[config.mk]
export PLATFORM = sky130hd
export DESIGN_NAME = scaled_frame_loader
export DESIGN_NICKNAME = d
export VERILOG_FILES = /design/src/rtl/scaled_frame_loader.sv
export SDC_FILE = /design/constraint.sdc
export NUM_CORES = 2
export LEC_CHECK = 0
export CELL_PAD_IN_SITES_DETAIL_PLACEMENT = 0
export CELL_PAD_IN_SITES_GLOBAL_PLACEMENT = 1
export CORE_ASPECT_RATIO = 0.75
export CORE_UTILIZATION = 51
export CTS_BUF_LIST = sky130_fd_sc_hd__clkbuf_8 sky130_fd_sc_hd__clkbuf_16
export DETAILED_ROUTE_END_ITERATION = 16
export DONT_BUFFER_PORTS = 1
export PLACE_DENSITY_LB_ADDON = 0.1
export SETUP_SLACK_MARGIN = 0.3
export SLEW_MARGIN = 5
export SYNTH_ARGS = -nofsm -noshare
export SYNTH_HDL_FRONTEND = slang
export SYNTH_SLANG_ARGS = --single-unit
[constraint.sdc]
create_clock -name clk -period 3.4 [get_ports clk]
set_clock_uncertainty 0.15 [all_clocks]
set_input_delay 0.51 -clock clk [delete_from_list [all_inputs] [get_ports clk]]
set_output_delay 0.51 -clock clk [all_outputs]
set_load 0.02 [all_outputs]
[src/rtl/scaled_frame_loader.sv]
// scaled_frame_loader
//   Streams a stored image out of an external synchronous ROM into an
//   internal FIFO. Each pixel can be repeated horizontally (hs times on the
//   output) and each row vertically (vs fetch passes). Both factors are chosen
//   per frame. Downstream logic pulls pixels through a next/valid interface.
//   ROM reads still in flight are counted against the FIFO space, so the FIFO
//   cannot overflow whatever the ROM latency is.
//
// Ports
//   clk, rst_n        system clock, asynchronous active-low reset
//   i_vsync           active-low frame restart (synchronous)
//   i_hscale/i_vscale repeat factors, latched while i_vsync is low (0 means 1)
//   o_rom_ce          ROM read strobe (registered)
//   o_rom_addr        ROM read address (registered)
//   i_rom_data        ROM data, ROM_LAT cycles after the read strobe
//   i_next            consumer takes one output pixel
//   o_data/o_valid    current output pixel and its valid flag
//   o_frame_done      pulses in the cycle the last read of a frame is issued
//   o_underrun        sticky: i_next seen while o_valid was low
module scaled_frame_loader #(
  parameter int DATA_W     = 8,
  parameter int ADDR_W     = 16,
  parameter int IMG_W      = 225,
  parameter int IMG_H      = 225,
  parameter int START_ADDR = 12,
  parameter int FIFO_AW    = 8,
  parameter int ROM_LAT    = 2,
  parameter int SCALE_W    = 3
) (
  input  logic              clk,
  input  logic              rst_n,
  input  logic              i_vsync,
  input  logic [SCALE_W-1:0] i_hscale,
  input  logic [SCALE_W-1:0] i_vscale,
  output logic              o_rom_ce,
  output logic [ADDR_W-1:0] o_rom_addr,
  input  logic [DATA_W-1:0] i_rom_data,
  input  logic              i_next,
  output logic [DATA_W-1:0] o_data,
  output logic              o_valid,
  output logic              o_frame_done,
  output logic              o_underrun
);

  localparam int DEPTH = 1 << FIFO_AW;
  localparam int COL_W = (IMG_W > 1) ? $clog2(IMG_W) : 1;
  localparam int ROW_W = (IMG_H > 1) ? $clog2(IMG_H) : 1;
  localparam int CNT_W = FIFO_AW + 1;
  localparam int INF_W = $clog2(ROM_LAT + 2);

  localparam logic [ADDR_W-1:0] START    = ADDR_W'(START_ADDR);
  localparam logic [ADDR_W-1:0] ROW_STEP = ADDR_W'(IMG_W);
  localparam logic [COL_W-1:0]  COL_LAST = COL_W'(IMG_W - 1);
  localparam logic [ROW_W-1:0]  ROW_LAST = ROW_W'(IMG_H - 1);

  logic [SCALE_W-1:0] hs_q, hs_d, vs_q, vs_d;
  logic [COL_W-1:0]   col_q, col_d;
  logic [ROW_W-1:0]   row_q, row_d;
  logic [SCALE_W-1:0] rep_q, rep_d;
  logic [ADDR_W-1:0]  row_base_q, row_base_d;
  logic [ADDR_W-1:0]  addr_q, addr_d;
  logic               ce_q, ce_d;
  logic [ROM_LAT-1:0] vld_sr_q, vld_sr_d;
  logic [FIFO_AW-1:0] wr_ptr_q, wr_ptr_d, rd_ptr_q, rd_ptr_d;
  logic [CNT_W-1:0]   cnt_q, cnt_d;
  logic [SCALE_W-1:0] hcnt_q, hcnt_d;
  logic               under_q, under_d;

  logic [DATA_W-1:0]  mem [DEPTH];

  logic [INF_W-1:0]   inflight;
  logic               credit_ok;
  logic               last_col, last_rep, last_row;
  logic               wr_en, accept, pop;

  // Reads not yet landed in the FIFO: the one on the ROM pins this cycle
  // plus everything in the return shift register. Adding them to the FIFO
  // fill level gives the total space already promised.
  always_comb begin
    inflight = INF_W'(ce_q);
    for (int i = 0; i < ROM_LAT; i++) begin
      inflight = inflight + INF_W'(vld_sr_q[i]);
    end
  end

  assign credit_ok = (int'(cnt_q) + int'(inflight)) < DEPTH;

  assign last_col = (col_q == COL_LAST);
  assign last_rep = (rep_q == vs_q - SCALE_W'(1));
  assign last_row = (row_q == ROW_LAST);

  // Data returning during a frame restart belongs to the old frame.
  assign wr_en  = vld_sr_q[ROM_LAT-1] & i_vsync;
  assign o_valid = (cnt_q != '0);
  assign accept = i_next & o_valid;
  assign pop    = accept & (hcnt_q == hs_q - SCALE_W'(1));

  assign o_rom_ce     = ce_q;
  assign o_rom_addr   = addr_q;
  assign o_data       = mem[rd_ptr_q];
  assign o_underrun   = under_q;
  assign o_frame_done = ce_q & i_vsync & last_col & last_rep & last_row;

  always_comb begin
    hs_d       = hs_q;
    vs_d       = vs_q;
    col_d      = col_q;
    row_d      = row_q;
    rep_d      = rep_q;
    row_base_d = row_base_q;
    addr_d     = addr_q;
    ce_d       = ce_q;
    vld_sr_d   = vld_sr_q;
    wr_ptr_d   = wr_ptr_q;
    rd_ptr_d   = rd_ptr_q;
    cnt_d      = cnt_q;
    hcnt_d     = hcnt_q;
    under_d    = under_q;

    if (!i_vsync) begin
      // Frame restart wins over everything else in the cycle.
      hs_d       = (i_hscale == '0) ? SCALE_W'(1) : i_hscale;
      vs_d       = (i_vscale == '0) ? SCALE_W'(1) : i_vscale;
      col_d      = '0;
      row_d      = '0;
      rep_d      = '0;
      row_base_d = START;
      addr_d     = START;
      ce_d       = 1'b0;
      vld_sr_d   = '0;
      wr_ptr_d   = '0;
      rd_ptr_d   = '0;
      cnt_d      = '0;
      hcnt_d     = '0;
      under_d    = 1'b0;
    end else begin
      ce_d     = credit_ok;
      vld_sr_d = ROM_LAT'({vld_sr_q, ce_q});

      // addr_q always holds the address of the next read to issue, so it
      // only advances when the current one actually went out.
      if (ce_q) begin
        if (!last_col) begin
          addr_d = addr_q + ADDR_W'(1);
          col_d  = col_q + COL_W'(1);
        end else if (!last_rep) begin
          addr_d = row_base_q;
          rep_d  = rep_q + SCALE_W'(1);
          col_d  = '0;
        end else if (!last_row) begin
          addr_d     = row_base_q + ROW_STEP;
          row_base_d = row_base_q + ROW_STEP;
          row_d      = row_q + ROW_W'(1);
          rep_d      = '0;
          col_d      = '0;
        end else begin
          addr_d     = START;
          row_base_d = START;
          row_d      = '0;
          rep_d      = '0;
          col_d      = '0;
        end
      end

      if (wr_en) begin
        wr_ptr_d = wr_ptr_q + FIFO_AW'(1);
      end
      if (pop) begin
        rd_ptr_d = rd_ptr_q + FIFO_AW'(1);
      end

      // Each FIFO word is shown hs times before it is really consumed.
      if (accept) begin
        hcnt_d = pop ? '0 : hcnt_q + SCALE_W'(1);
      end
      if (i_next && !o_valid) begin
        under_d = 1'b1;
      end

      case ({wr_en, pop})
        2'b10:   cnt_d = cnt_q + CNT_W'(1);
        2'b01:   cnt_d = cnt_q - CNT_W'(1);
        default: cnt_d = cnt_q;
      endcase
    end
  end

  always_ff @(posedge clk or negedge rst_n) begin
    if (!rst_n) begin
      hs_q       <= SCALE_W'(1);
      vs_q       <= SCALE_W'(1);
      col_q      <= '0;
      row_q      <= '0;
      rep_q      <= '0;
      row_base_q <= START;
      addr_q     <= START;
      ce_q       <= 1'b0;
      vld_sr_q   <= '0;
      wr_ptr_q   <= '0;
      rd_ptr_q   <= '0;
      cnt_q      <= '0;
      hcnt_q     <= '0;
      under_q    <= 1'b0;
    end else begin
      hs_q       <= hs_d;
      vs_q       <= vs_d;
      col_q      <= col_d;
      row_q      <= row_d;
      rep_q      <= rep_d;
      row_base_q <= row_base_d;
      addr_q     <= addr_d;
      ce_q       <= ce_d;
      vld_sr_q   <= vld_sr_d;
      wr_ptr_q   <= wr_ptr_d;
      rd_ptr_q   <= rd_ptr_d;
      cnt_q      <= cnt_d;
      hcnt_q     <= hcnt_d;
      under_q    <= under_d;
    end
  end

  // Storage has no reset; o_data is only meaningful while o_valid is high.
  always_ff @(posedge clk) begin
    if (wr_en) begin
      mem[wr_ptr_q] <= i_rom_data;
    end
  end

endmodule

Word-level counts from Yosys, hierarchy flattened
Memories as Yosys holds them, arrays and structs flattened.
Cells that the tools add are included.

cells by class
  add/sub/neg operators = 15
  $lt $le $gt $ge = 1
  equal/unequal tests = 14
  mux-type cells = 37
  bitwise operators = 7
  reduce and logical (&&, ||, !) cells = 7

operator list
  operator                                                                       count
  16-bit two-way mux                                                             8
  8-bit two-way mux                                                              12
  8-bit by 1-bit adder with 8-bit output, second input constant                  4
  3-bit two-way mux                                                              9
  9-bit case mux with 2 select lines                                             1
  16-bit by 1-bit adder with 16-bit output, second input constant                1
  16-bit by 8-bit adder with 16-bit output, second input constant                1
  8-bit == test, second input constant                                           2
  2-bit by 1-bit inequality test with 1-bit output, second input constant        7
  9-bit by 2-bit adder with 10-bit output                                        1
  10-bit by 9-bit less-than comparator with 1-bit output, second input constant  1
  9-bit by 1-bit adder with 9-bit output, second input constant                  1
  9-bit two-way mux                                                              1
  9-bit nonzero test                                                             1
  9-bit by 1-bit subtractor with 9-bit output, second input constant             1
  1-bit bitwise AND                                                              7
  3-bit by 1-bit adder with 3-bit output, second input constant                  2
  3-bit == test                                                                  2
  3-bit zero test                                                                2
  3-bit by 1-bit subtractor with 3-bit output, second input constant             2
  1-bit two-way mux                                                              5
  3-bit by 1-bit inequality test with 1-bit output, second input constant        1
  3-bit AND reduction                                                            1
  1-bit by 1-bit adder with 2-bit output                                         1
  other kinds (7)                                                                7

word-level totals
  register bits = 89
  RAM bits = 2048
  input port bits = 18
  output and inout bits = 28
  word-level logic and storage cells = 96
  memories kept = 1

memories
  memory  depth  bits a word  rd ports  clocked after memory_dff  write ports  line  text
  mem     256    8            1         0                         1            69    logic [DATA_W-1:0] mem [DEPTH];

Depth between registers and ports, before layout
  depth in word-level cells = 6
  depth in mapped cells = 14
  mapped depth without buffers = 13

Worst setup path after synthesis
No wires, ideal clock.

  path type = flip-flop to output port
  start = reg rd_ptr_q[1]
  end = out o_data[5]
  arrival time = 2.973 ns
  path slack = -0.233 ns
  stages on the path, launching flop included = 12
  buffers on the path = 5
  cells stage by stage = dfrtp_1 > buf_2 > buf_2 > buf_2 > clkbuf_1 > clkbuf_1 > mux4_2 > mux4_2 > a211oi_1 > a21oi_1 > a22oi_1 > nand2_1

between the ends
  longest elaborated chain between the ends = 1

ends and longest elaborated chain
  item                      line  text
  start: declaration        64    logic [FIFO_AW-1:0] wr_ptr_q, wr_ptr_d, rd_ptr_q, rd_ptr_d;
  start signal: assignment  215   rd_ptr_q <= rd_ptr_d;
  memory read 256 x 8 bit   --
  end: declaration          39    output logic [DATA_W-1:0] o_data,

No other way between the ends.

Worst setup path after layout
  start = reg rd_ptr_q[0]
  end = out o_data[3]

Same word-level chain as after synthesis.

==> flow_summary.yaml <==
yosys:
  yosysTopAreaCell: "edfxtp_1"
  synth_commonest_cells: "edfxtp_1, mux4_2, nor2_1"
  synth.cell_area_um2: 84100
  syn-num-nets: 3878
  yosysMostFrequentCell: "edfxtp_1"
  async_flop_share_pct: 4.16
  ys_warn_count: 0
  synth_cell_types: 61
  synth_edf_count: 2048
  yosysTopAreaCellShare_pct: 73.2
  seq_area_frac_synth_pct: 75.8
  syn_inst: 3840
  avgSynthCellArea_um2: 21.9
  synthTopCellsByArea: "edfxtp_1, mux4_2, dfrtp_1"
  ys.flop_type: "edfxtp_1"
  ys_seq_elements: 2137
route:
  wl_per_cell_um: 30.9
  drt_iter0_markers: 4566
  drt_pre_antenna_iters: 5
  vias_per_cell: 6.22
  totalWireLength_mm: 207
  post-route-drc-count: 0
  ant_nets: 0
  vias: 41600
power:
  p_per_area_nw_per_um2: 535
  vdd_drop_max_v: 0.000573
  p_seq_share_pct: 55.1
  power_mw: 52.5
  power.internal_mw: 41.9
  power.switching_mw: 10.5
  p_comb_share_pct: 3.4
  leakage_nw: 30.8
  clock_power_share_pct: 41.5
  switching_share_pct: 20.1
placement:
  portBuffers: 0
  dp.cells: 6227
  dp_slack_ns: -0.640
  dp_hpwl_mm: 123
  place.gp.congestion: 0.822
floorplanning:
  core-area_um2: 163000
  die_y_um: 354
  die_x_um: 471
  io_pins: 46
  die-area_um2: 166000
  fp-row-count: 128
  start_util_pct: 51.6
run_status:
  status: "finished, violations left"
  violations: "negative hold slack, negative setup slack"
finish:
  nFillCells: 11400
  nets: 4408
  drive_gt1_share_pct: 34.2
  syn_to_final_growth_pct: 16.6
  seq_area_um2: 63800
  multi_input_area_um2: 19500
  layoutNonFillerInstCount: 6687
global_route:
  first_global_vias: 42000
  grt.total_usage_pct: 25.0
  grt_pass1_wl_mm: 299
  grt_overflow_total: 0
  antenna_found_initial: 8
  grt_max_degree: 257
worst_setup_path:
  cp_max_fo: 8
  crit_chain: "buf_12 > buf_16 > buf_6 > mux4_2 > mux4_2 > mux4_2 > a22oi_2 > buf_6 > nand2_4 > buf_6"
  required_ns: 2.74
  endpoint_kind: "output port"
  crit_buf_inv: 5
  critPathKind: "register to output port"
  slowest_stage: "dfrtp_4"
  critPathArrivalTime_ns: 4.09
  slowest_delay_ns: 0.53
  start_kind: "register"
  critPathTopFamily: "multiplexers"
run:
  maxCapViolations: 0
sta:
  fmax_ghz: 0.211
  setup_violations: 8
  fin_hold_ws_ns: -0.355
  slew_headroom_pct: 27.1
  finalCritPeriodShare_pct: 140
  finalHoldViolCount: 785
  fin_ws_ns: -1.35
  tightest_slew_ns: 1.09
  rsz0062_at_grt: "true"
  finalSetupTns_ns: -10.68
  min_period_ns: 4.75
  slew_viol_final: 0
clocking:
  cts_buffer_depth: 3
  root_buffer: "clkbuf_16"
  cts.htree.levels: 4
  cts_sinks: 2137
  clock_latency_ns: 0.82
  cts_tree: "built"
  cts-buffers-inserted: 200
  clk_pin_slew_worst_paths_ns: 0.06
worst_hold_path:
  hold_path_class: "input pin to register"
==> worst paths after layout <==
path / slack [ns] / cells past startpoint / startpoint / end
setup / recovery: -1.35 / 10 / rd_ptr_q[0]$_DFFE_PN0P_ / o_data[3]
max in group asynchronous: 2.48 / 2 / rst_n / rd_ptr_q[2]$_DFFE_PN0P_
hold reg to reg: 0.34 / 1 / row_base_q[8]$_DFFE_PN0P_ / row_base_q[8]$_DFFE_PN0P_
setup reg to reg: 0.23 / 11 / cnt_q[3]$_DFFE_PN0P_ / cnt_q[8]$_DFFE_PN0P_
min in group asynchronous: 0.13 / 2 / rst_n / row_base_q[10]$_DFFE_PN0P_
hold / removal: -0.35 / 0 / i_rom_data[6] / mem[45][6]$_DFFE_PP_
==> layer usage <==
metal | GRT usage, % | vias to the layer above | part of all wire, %
li1 | - | 17100 | -
met1 | 38.4 | 22500 | 44
met2 | 37.1 | 1789 | 46
met3 | 5.07 | 235 | 8.8
met4 | 6.06 | 0 | 1.9
met5 | 0 | - | 0
==> cells by family (layout without fill, tap and decap cells) <==
kind of cell | count (synthesis) | in the layout | synth area share, %
flip-flops | 2137 | 2137 | 75.8
multiplexers | 682 | 682 | 18.1
AND/OR/NAND/NOR | 571 | 571 | 2.92
buffers and inverters | 241 | 940 | 1.24
AO/OA/AOI/OAI | 135 | 135 | 1.06
XOR/XNOR | 54 | 54 | 0.597
adder cells (fa/ha/maj) | 20 | 20 | 0.307
other | 0 | 3 | 0
==> power groups by stage <==
stage | Clock, mW | Combinational [mW] | Sequential, mW
2_1_floorplan | 0 | 1.00 | 29.4
3_3_place_gp | 0 | 1.40 | 29.4
3_5_place_dp | 0 | 1.41 | 29.4
4_1_cts | 22.2 | 1.59 | 28.9
5_1_grt | 23.1 | 1.91 | 28.9
6_report | 21.8 | 1.80 | 28.9
==> cell usage in the layout (no fill, tap or decap), types with 16 or more instances in the layout <==
cell type	instances
clkbuf_16	212
xnor2_1	20
nor3_1	19
xor2_1	29
buf_16	25
edfxtp_1	2048
nand4_1	21
clkinv_2	43
mux4_2	667
inv_1	55
nor2_1	325
buf_4	427
clkinv_1	50
a21oi_1	26
bufinv_16	16
o21ai_0	37
buf_12	54
nand3_1	43
dfrtp_1	76
nand2_1	90
buf_6	17
ha_1	16
==> cell type report <==
| cell class | count | share of cell area, % |
|---|---|---|
| Sequential cell | 2137 | 65.1 |
| Multi-Input combinational cell | 1462 | 19.9 |
| Timing Repair Buffer | 547 | 5.68 |
| Clock buffer | 206 | 5.25 |
| Tap cell | 2145 | 2.74 |
| Clock inverter | 165 | 1.24 |
| Inverter | 22 | 0.0881 |
| Antenna cell | 3 | 0.00766 |
==> worst register-to-register path, stage by stage (launching register included) <==
cell      delay [ns]
dfrtp_1         0.38
or4_4           0.55
o31a_1          0.36
nand3_2         0.11
xnor2_2         0.13
ha_2            0.23
nand4_1         0.11
a31oi_2         0.22
a211oi_2        0.06
o31ai_2         0.28
mux2i_1         0.29
mux2i_1         0.22
==> timing repair <==
action / 4_1_cts / 5_1_grt
hold buffers: 12 / 8
gates resized for setup: 64 / 26
gates cloned: 8 / 7
hold endpoints to repair: 2178 / 1777
pin swaps: 20 / 18
setup endpoints to repair: 11 / 11
setup buffers: 19 / 32
==> state kept, by name (all words and copies together) (netlist names) <==
| signal | cells |
|---|---|
| hcnt_q | 3 |
| rd_ptr_q | 8 |
| mem | 2048 |
| o_rom_ce | 1 |
| row_q | 8 |
| o_rom_addr | 16 |
| vs_q | 3 |
| cnt_q | 9 |
| rep_q | 3 |
| row_base_q | 16 |
| col_q | 8 |
| o_underrun | 1 |
| wr_ptr_q | 8 |
| vld_sr_q | 2 |
| hs_q | 3 |
==> metrics by stage <==
| step | util (%) | area (µm²) |
|---|---|---|
| 6_report | 60.1 | 98000 |
| 5_1_grt | 60.1 | 98000 |
| 4_1_cts | 59.7 | 97300 |
| 3_5_place_dp | 55.3 | 90100 |
| 3_3_place_gp | 55.3 | 90100 |
| 2_1_floorplan | - | 84400 |
No activity file was read; power rests on OpenSTA's default activity.
